[src/rtl/mmio_timer_pkg.sv]
// mmio_pkg: shared constants and types for the mmio_timer block.
//   - register offsets within the 16-byte window (address[3:2])
//   - CTRL bit indices and the packed CTRL register type
//   - be_merge(): byte-enable merge of write data into a 32-bit register
package mmio_pkg;

  localparam logic [1:0] CTRL_OFS   = 2'd0;
  localparam logic [1:0] LOAD_OFS   = 2'd1;
  localparam logic [1:0] COUNT_OFS  = 2'd2;
  localparam logic [1:0] STATUS_OFS = 2'd3;

  localparam int EN_BIT   = 0;
  localparam int AUTO_BIT = 1;
  localparam int IE_BIT   = 2;

  // Field order places en at bit 0, matching EN_BIT/AUTO_BIT/IE_BIT.
  typedef struct packed {
    logic ie;
    logic auto_rl;
    logic en;
  } timer_ctrl_t;

  function automatic logic [31:0] be_merge(input logic [31:0] old_v,
                                           input logic [31:0] new_v,
                                           input logic [3:0]  be);
    logic [31:0] r;
    r = old_v;
    for (int b = 0; b < 4; b++)
      if (be[b]) r[b*8 +: 8] = new_v[b*8 +: 8];
    return r;
  endfunction

endpackage

[src/rtl/mmio_timer_if.sv]
// mmio_timer_if: processor data-memory bus as seen by a memory-mapped slave.
//   ce       strobe, wbe byte write enables (0 = read), address, data_in
//   data_out combinational read data, hit = access falls in slave window
// master: processor side, slave: peripheral side.
interface mmio_timer_if;
  logic        ce;
  logic [3:0]  wbe;
  logic [31:0] address;
  logic [31:0] data_in;
  logic [31:0] data_out;
  logic        hit;

  modport master (output ce, wbe, address, data_in, input  data_out, hit);
  modport slave  (input  ce, wbe, address, data_in, output data_out, hit);
endinterface

[src/rtl/mmio_timer_tick_prescaler.sv]
// tick_prescaler: divides the clock into count ticks.
//   clk, rst  clock and synchronous active-high reset
//   enable    counts 0..PRESCALE-1 while high, holds while low
//   clear     forces the counter to 0 (restarts the tick phase)
//   tick      high in the cycle the counter wraps; equals enable when PRESCALE=1
module tick_prescaler #(
  parameter int PRESCALE = 1
) (
  input  logic clk,
  input  logic rst,
  input  logic enable,
  input  logic clear,
  output logic tick
);
  localparam int W = $clog2(PRESCALE + 1);
  localparam logic [W-1:0] LAST = W'(PRESCALE - 1);

  logic [W-1:0] cnt_q, cnt_d;

  assign tick = enable && (cnt_q == LAST);

  always_comb begin
    cnt_d = cnt_q;
    if (clear || tick) cnt_d = '0;
    else if (enable)   cnt_d = cnt_q + 1'b1;
  end

  always_ff @(posedge clk) begin
    if (rst) cnt_q <= '0;
    else     cnt_q <= cnt_d;
  end
endmodule

[src/rtl/mmio_timer.sv]
// mmio_timer: memory-mapped countdown timer on the data-memory bus.
//   clk, rst  clock and synchronous active-high reset
//   bus       slave side of the processor bus (ce/wbe/address/data_in in,
//             data_out/hit out); reads are combinational, writes commit
//             on the rising edge
//   irq       level interrupt = EXP & IE
// Registers: 0x0 CTRL {IE,AUTO,EN}, 0x4 LOAD, 0x8 COUNT (RO), 0xC STATUS {EXP}, W1C.
module mmio_timer
  import mmio_pkg::*;
#(
  parameter logic [31:0] BASE_ADDRESS = 32'hFFFF0010,
  parameter int          PRESCALE     = 1
) (
  input  logic          clk,
  input  logic          rst,
  mmio_timer_if.slave   bus,
  output logic          irq
);
  timer_ctrl_t ctrl_q, ctrl_d, ctrl_wdata;
  logic [31:0] load_q, load_d;
  logic [31:0] count_q, count_d;
  logic        exp_q, exp_d;

  logic        hit, wr, ctrl_wr, en_rise, tick;
  logic [1:0]  ofs;
  logic [31:0] rdata;
  logic [1:0]  unused_addr_lsb;

  assign unused_addr_lsb = bus.address[1:0];

  assign hit     = bus.ce && (bus.address[31:4] == BASE_ADDRESS[31:4]);
  assign ofs     = bus.address[3:2];
  assign wr      = hit && (bus.wbe != 4'b0000);
  // CTRL fields all live in byte 0, so only wbe[0] can change them.
  assign ctrl_wr = wr && (ofs == CTRL_OFS) && bus.wbe[0];
  assign ctrl_wdata = timer_ctrl_t'(bus.data_in[2:0]);
  assign en_rise = ctrl_wr && ctrl_wdata.en && !ctrl_q.en;

  tick_prescaler #(.PRESCALE(PRESCALE)) u_presc (
    .clk    (clk),
    .rst    (rst),
    .enable (ctrl_q.en),
    .clear  (en_rise),
    .tick   (tick)
  );

  always_comb begin
    ctrl_d  = ctrl_wr ? ctrl_wdata : ctrl_q;
    load_d  = (wr && ofs == LOAD_OFS) ? be_merge(load_q, bus.data_in, bus.wbe) : load_q;
    count_d = count_q;
    exp_d   = exp_q;

    if (wr && ofs == STATUS_OFS && bus.wbe[0] && bus.data_in[0]) exp_d = 1'b0;

    // en_rise and tick are exclusive: tick needs EN already set.
    // Reload uses load_q so a same-cycle LOAD write is not seen.
    if (en_rise) begin
      count_d = load_q;
    end else if (tick) begin
      if (count_q != 32'd0) begin
        count_d = count_q - 32'd1;
      end else begin
        exp_d = 1'b1;                          // set beats a same-cycle clear
        if (ctrl_q.auto_rl) begin
          // A software EN=0 in the expiry cycle suppresses the reload.
          if (!(ctrl_wr && !ctrl_wdata.en)) count_d = load_q;
        end else if (!ctrl_wr) begin
          ctrl_d.en = 1'b0;                    // one-shot stops; software write wins
        end
      end
    end
  end

  always_ff @(posedge clk) begin
    if (rst) begin
      ctrl_q  <= '0;
      load_q  <= '0;
      count_q <= '0;
      exp_q   <= 1'b0;
    end else begin
      ctrl_q  <= ctrl_d;
      load_q  <= load_d;
      count_q <= count_d;
      exp_q   <= exp_d;
    end
  end

  always_comb begin
    rdata = '0;
    unique case (ofs)
      CTRL_OFS:   rdata = {29'd0, ctrl_q};
      LOAD_OFS:   rdata = load_q;
      COUNT_OFS:  rdata = count_q;
      STATUS_OFS: rdata = {31'd0, exp_q};
      default:    rdata = '0;
    endcase
  end

  assign bus.hit      = hit;
  assign bus.data_out = (hit && bus.wbe == 4'b0000) ? rdata : 32'd0;
  assign irq          = exp_q & ctrl_q.ie;
endmodule

[src/flat_wrapper.sv]
// flat-port wrapper written by rule: the top's interface ports become plain ports
module mmio_timer_flat import mmio_pkg::*;
#(
  parameter logic [31:0] BASE_ADDRESS = 32'hFFFF0010,
  parameter int          PRESCALE     = 1
)
  (clk, rst, irq, bus_ce, bus_wbe, bus_address, bus_data_in, bus_data_out, bus_hit);
  mmio_timer_if bus_i ();
  input  logic clk;
  input  logic rst;
  output logic irq;
  input wire logic [$bits(bus_i.ce)-1:0] bus_ce;
  input wire logic [$bits(bus_i.wbe)-1:0] bus_wbe;
  input wire logic [$bits(bus_i.address)-1:0] bus_address;
  input wire logic [$bits(bus_i.data_in)-1:0] bus_data_in;
  output wire logic [$bits(bus_i.data_out)-1:0] bus_data_out;
  output wire logic [$bits(bus_i.hit)-1:0] bus_hit;
  assign bus_i.ce = bus_ce;
  assign bus_i.wbe = bus_wbe;
  assign bus_i.address = bus_address;
  assign bus_i.data_in = bus_data_in;
  assign bus_data_out = bus_i.data_out;
  assign bus_hit = bus_i.hit;
  mmio_timer #(.BASE_ADDRESS(BASE_ADDRESS), .PRESCALE(PRESCALE)) u_core (.clk(clk), .rst(rst), .bus(bus_i), .irq(irq));
endmodule
[config.mk]
export PLATFORM = sky130hd
export DESIGN_NAME = mmio_timer_flat
export DESIGN_NICKNAME = d
export VERILOG_FILES = /design/src/rtl/mmio_timer_pkg.sv /design/src/rtl/mmio_timer_if.sv /design/src/rtl/mmio_timer_tick_prescaler.sv /design/src/rtl/mmio_timer.sv /design/src/flat_wrapper.sv
export SDC_FILE = /design/constraint.sdc
export NUM_CORES = 1
export LEC_CHECK = 0
export ABC_AREA = 1
export BUFFER_PORTS_ARGS = -buffer_cell sky130_fd_sc_hd__buf_2
export CORE_UTILIZATION = 51
export CTS_BUF_LIST = sky130_fd_sc_hd__clkbuf_4 sky130_fd_sc_hd__clkbuf_8
export CTS_CLUSTER_DIAMETER = 60
export DETAILED_ROUTE_END_ITERATION = 16
export PLACE_DENSITY_LB_ADDON = 0.2
export SYNTH_ARGS = -nofsm -noshare
export SYNTH_HDL_FRONTEND = slang
export SYNTH_HIERARCHICAL = 1
export SYNTH_SLANG_ARGS = --single-unit
[constraint.sdc]
create_clock -name clk -period 2.3 [get_ports clk]
set_input_delay 0.23 -clock clk [delete_from_list [all_inputs] [get_ports clk]]
set_output_delay 0.23 -clock clk [all_outputs]
set_load 0.005 [all_outputs]
==> results.md <==
- Finished Layout Cells: ~1000
- NetSw: around 0.0006 W
- Routed len/inst: 13.7 um
- Cell area after synthesis: 4870 um2
- Register area share after synthesis: between 20% and 30%
- R2R Setup Slk: 0.17 ns
- Antenna cells: 0
- Worst R2R End: u_core/count_q[17]
- F_max: approximately 470 MHz
- DR vias: 5206
- CTS tree: done
- Largest net degree at the start of global routing: 39
- CTS max path bufs: 2
- GRT Util Overall: between 20 and 30%
- Most frequent cell after synthesis: nand2_1
- Die H: 99.8 um
- Drt first pass iters: 5
- Post-synth top cells: 204 x nand2_1, 118 x nor2_1, 77 x inv_1
- Worst path arrival time: between 2 and 2.5 ns
- Max-slew violation count: 0
- Core Area: slightly above 9000 um2
- HPWL reported at the end of detailed placement: approximately 10000 um
- Worst-Skew Late Latency: between 0.3 and 0.4 ns
- Tcrit/Tclk final: about 93%
- Total number of yosys warnings: 6
- Sequential Power Share: roughly 48%
- Comb power frac: 6.2%
- Critical Path Fanout Max: 16
- TritonCTS sink count: 69
- Crit-path slowest cell: dfxtp_1
- Initial antenna violation count: 0
- Synthesized net count: 832
- Post-CTS Setup Bufs: 0
- Vias per Instance: around 5.2
- DRT antenna net count: 0
- Layout Utilization: roughly 63%
- Io pins: 105
- Initial DRC Count: ~310
- Filler instances: 872
- Crit path kind: flip-flop to flip-flop
- # port buffers: 102
- Slew HR: 59.6%
- Most common flop cell mapped by yosys: dfxtp_1
- PostCTS Resize Cnt: 0
- Hold Violations, Final: 0
- Max_cap viols: 0
- PnR worst setup slack: 0.167 ns
- Top cells by area, synth: dfxtp_1 28%, nand2_1 16%, nor2_1 9.1%, inv_1 5.9%, a211oi_1 5.1%
- Register area: around 1400 um2
- Post-Syn Instances: approximately 760
- Setup TNS: 0 ns
- Cell taking the most area after synthesis: dfxtp_1
- CP endpoint kind: flip-flop
- Number of global-route vias before repair: 4956
- Hold_sp: bus_data_in[2]
- CTS root buf: clkbuf_8
- Dpl cells: 978
- Gr ovfl total: 0
- Die width: ~100 um
- Pwr per Cell Area: approximately 430 nW/um2
- Buf+Inv Stages, Crit Path: 3
- RSZ-0062 raised after global routing: false
- Overall Power: 0.00248 W
- Initial core utilization: 52.8%
- Clock group share of total power: between 40% and 50%
- CP Launch Type: flip-flop
- Reg2Reg Depth: 12
- Crit-path leading delay family: simple AND/OR/NAND/NOR gates
- Internal: 0.00189 W
- Die area: approximately 10000 um2
- Sw frac: approximately a quarter
- Worst path max stage delay: 0.33 ns
- Post-synthesis register bit count: 69
- Reg clk slew, reported paths: 0.08 ns
- Hold_buf cts: 0
- Critical Path, Cell by Cell: inv_1 -> ha_1 -> inv_1 -> nor3_1 -> nand4_2 -> nor2_4 -> nand2_2 -> nor2_1 -> a21oi_4 -> buf_4 -> nand3_2 -> a21oi_2
- Final wirelength: 13600 um
- Status: finished clean
- Row count: 35
- Minimum clock period: 2.13 ns
- Hold depth: 3
- Post-synth EDFFs: 0
- Share of layout cells above drive strength 1: 24.9%
- Cell leakage power: 2.71 nW
- Hold EP: u_core/ctrl_q[2]
- FFs w/ async S/R, synth: 0%
- Cell mode on critical path: inv_1
- Worst Hold Class: primary input to flip-flop
- Peak supply drop: roughly 0.00026 V
- Area Overhead vs Synth: 18.7%
- Syn_area_per_cell: roughly 6.4 um2
- Layout Skew: 0.00763 ns
- Number of H-tree levels: 3
- Num CTS Buffers: 9
- Top cell type's share of synthesized area: 28.3%
- Pre-CTS WS: 0.177 ns
- First-pass GRT wire length: approximately 23000 um
- WP data required: 2.55 ns
- Post-route DRC: 0
- Nets@finish: 933
- Setup violations, final: 0
- Routability cong.: between 0.9 and 1
- Distinct cells, synth: 35
- Tightest Pin Transition: 0.605 ns
- FF-to-FF Start: u_core/count_q[0]
- Footprint of the multi-input gates: around 3000 um2
layer usage:
layer / up-vias / GRT usage [%] / share of wire, %
li1: 2651 / - / -
met1: 2344 / 36.2 / 45
met2: 191 / 48.3 / 47
met3: 20 / 4.99 / 6.4
met4: 0 / 8.94 / 1.5
met5: - / 0 / 0
stage by stage:
step,hold slack [ns],cell area [um2]
CTS,0.103,5780
floorplan,0.365,4870
global placement,0.429,5550
detailed placement,0.434,5550
finish,0.122,5780
global route,0.123,5780
tightest hold or removal path, cell delays in order:
cell	delay, ns
buf_2	0.09
nor2_1	0.04
nor2_1	0.08
worst max-delay path by stage:
stage                      startpoint            endpoint  slack, ns  depth (start not counted)
floorplan           u_core/count_q[0]  u_core/count_q[12]       0.46                         13
global placement    u_core/count_q[0]  u_core/count_q[19]       0.29                         13
detailed placement  u_core/count_q[0]  u_core/count_q[21]       0.18                         13
CTS                 u_core/count_q[0]  u_core/count_q[21]       0.15                         13
global route        u_core/count_q[0]  u_core/count_q[28]       0.05                         12
finish              u_core/count_q[0]  u_core/count_q[17]       0.17                         12
registers in the layout (all words and copies together) (netlist names):
register,count
u_core/count_q,32
u_core/ctrl_q,3
u_core/exp_q,1
u_core/load_q,32
u_core/u_presc/cnt_q,1
logic make-up (layout without fill, tap and decap cells):
kind of cell / count (synthesis) / after routing / share of synthesized area [%]
and+or+nand+nor: 437 / 437 / 41.5
buffers and inverters: 114 / 220 / 10.0
AOI/OAI and AO/OA: 113 / 113 / 15.3
DFF: 69 / 69 / 28.3
xor gates and xnor gates: 24 / 24 / 4.31
adders and majority gates: 2 / 2 / 0.513
cells in the final DEF, fill, tap and decap left out, types with 2 or more instances in the layout:
master     synthesis  routed
xnor2_1           11      11
o21ai_0            9       9
nor2_2             5       7
inv_1             77      77
o21bai_1           2       2
nand2_2           15      15
nand3_1           43      43
nor2_4             4       4
buf_12             0       2
nand3_2           19      19
buf_4              2      18
a211oi_1          33      33
nor4_1             2       2
nand4_1            8       8
buf_2             10     102
nor2_1           118     116
nor3_1             2       2
bufinv_16          0       2
nand4_2            4       4
xor2_1            13      13
a21oi_2           20      19
a31oi_1            2       2
nand3b_1          11      11
clkinv_2           0       2
a21oi_1           44      44
ha_1               2       2
dfxtp_1           69      69
inv_2              4       4
clkbuf_8           0      10
nand2_1          204     204
final cells by class:
class | instances | area share, %
multi-input cells | 576 | 52.2
clock buffers | 10 | 2.38
clock inverters | 6 | 1.49
inverters | 81 | 5.26
well taps | 129 | 2.79
flip-flops and latches | 69 | 23.9
repair buffers | 123 | 12.0
power groups by stage:
stage	registers, W	logic (W)	clock network, W
after floorplan	0.00122	0.0000632	0
after global placement	0.00122	0.000148	0
after detailed placement	0.00122	0.000153	0
after CTS	0.00119	0.000154	0.00116
after global routing	0.00119	0.000170	0.00120
final	0.00119	0.000154	0.00113
Note: power is estimated with default switching activity, not from simulation.
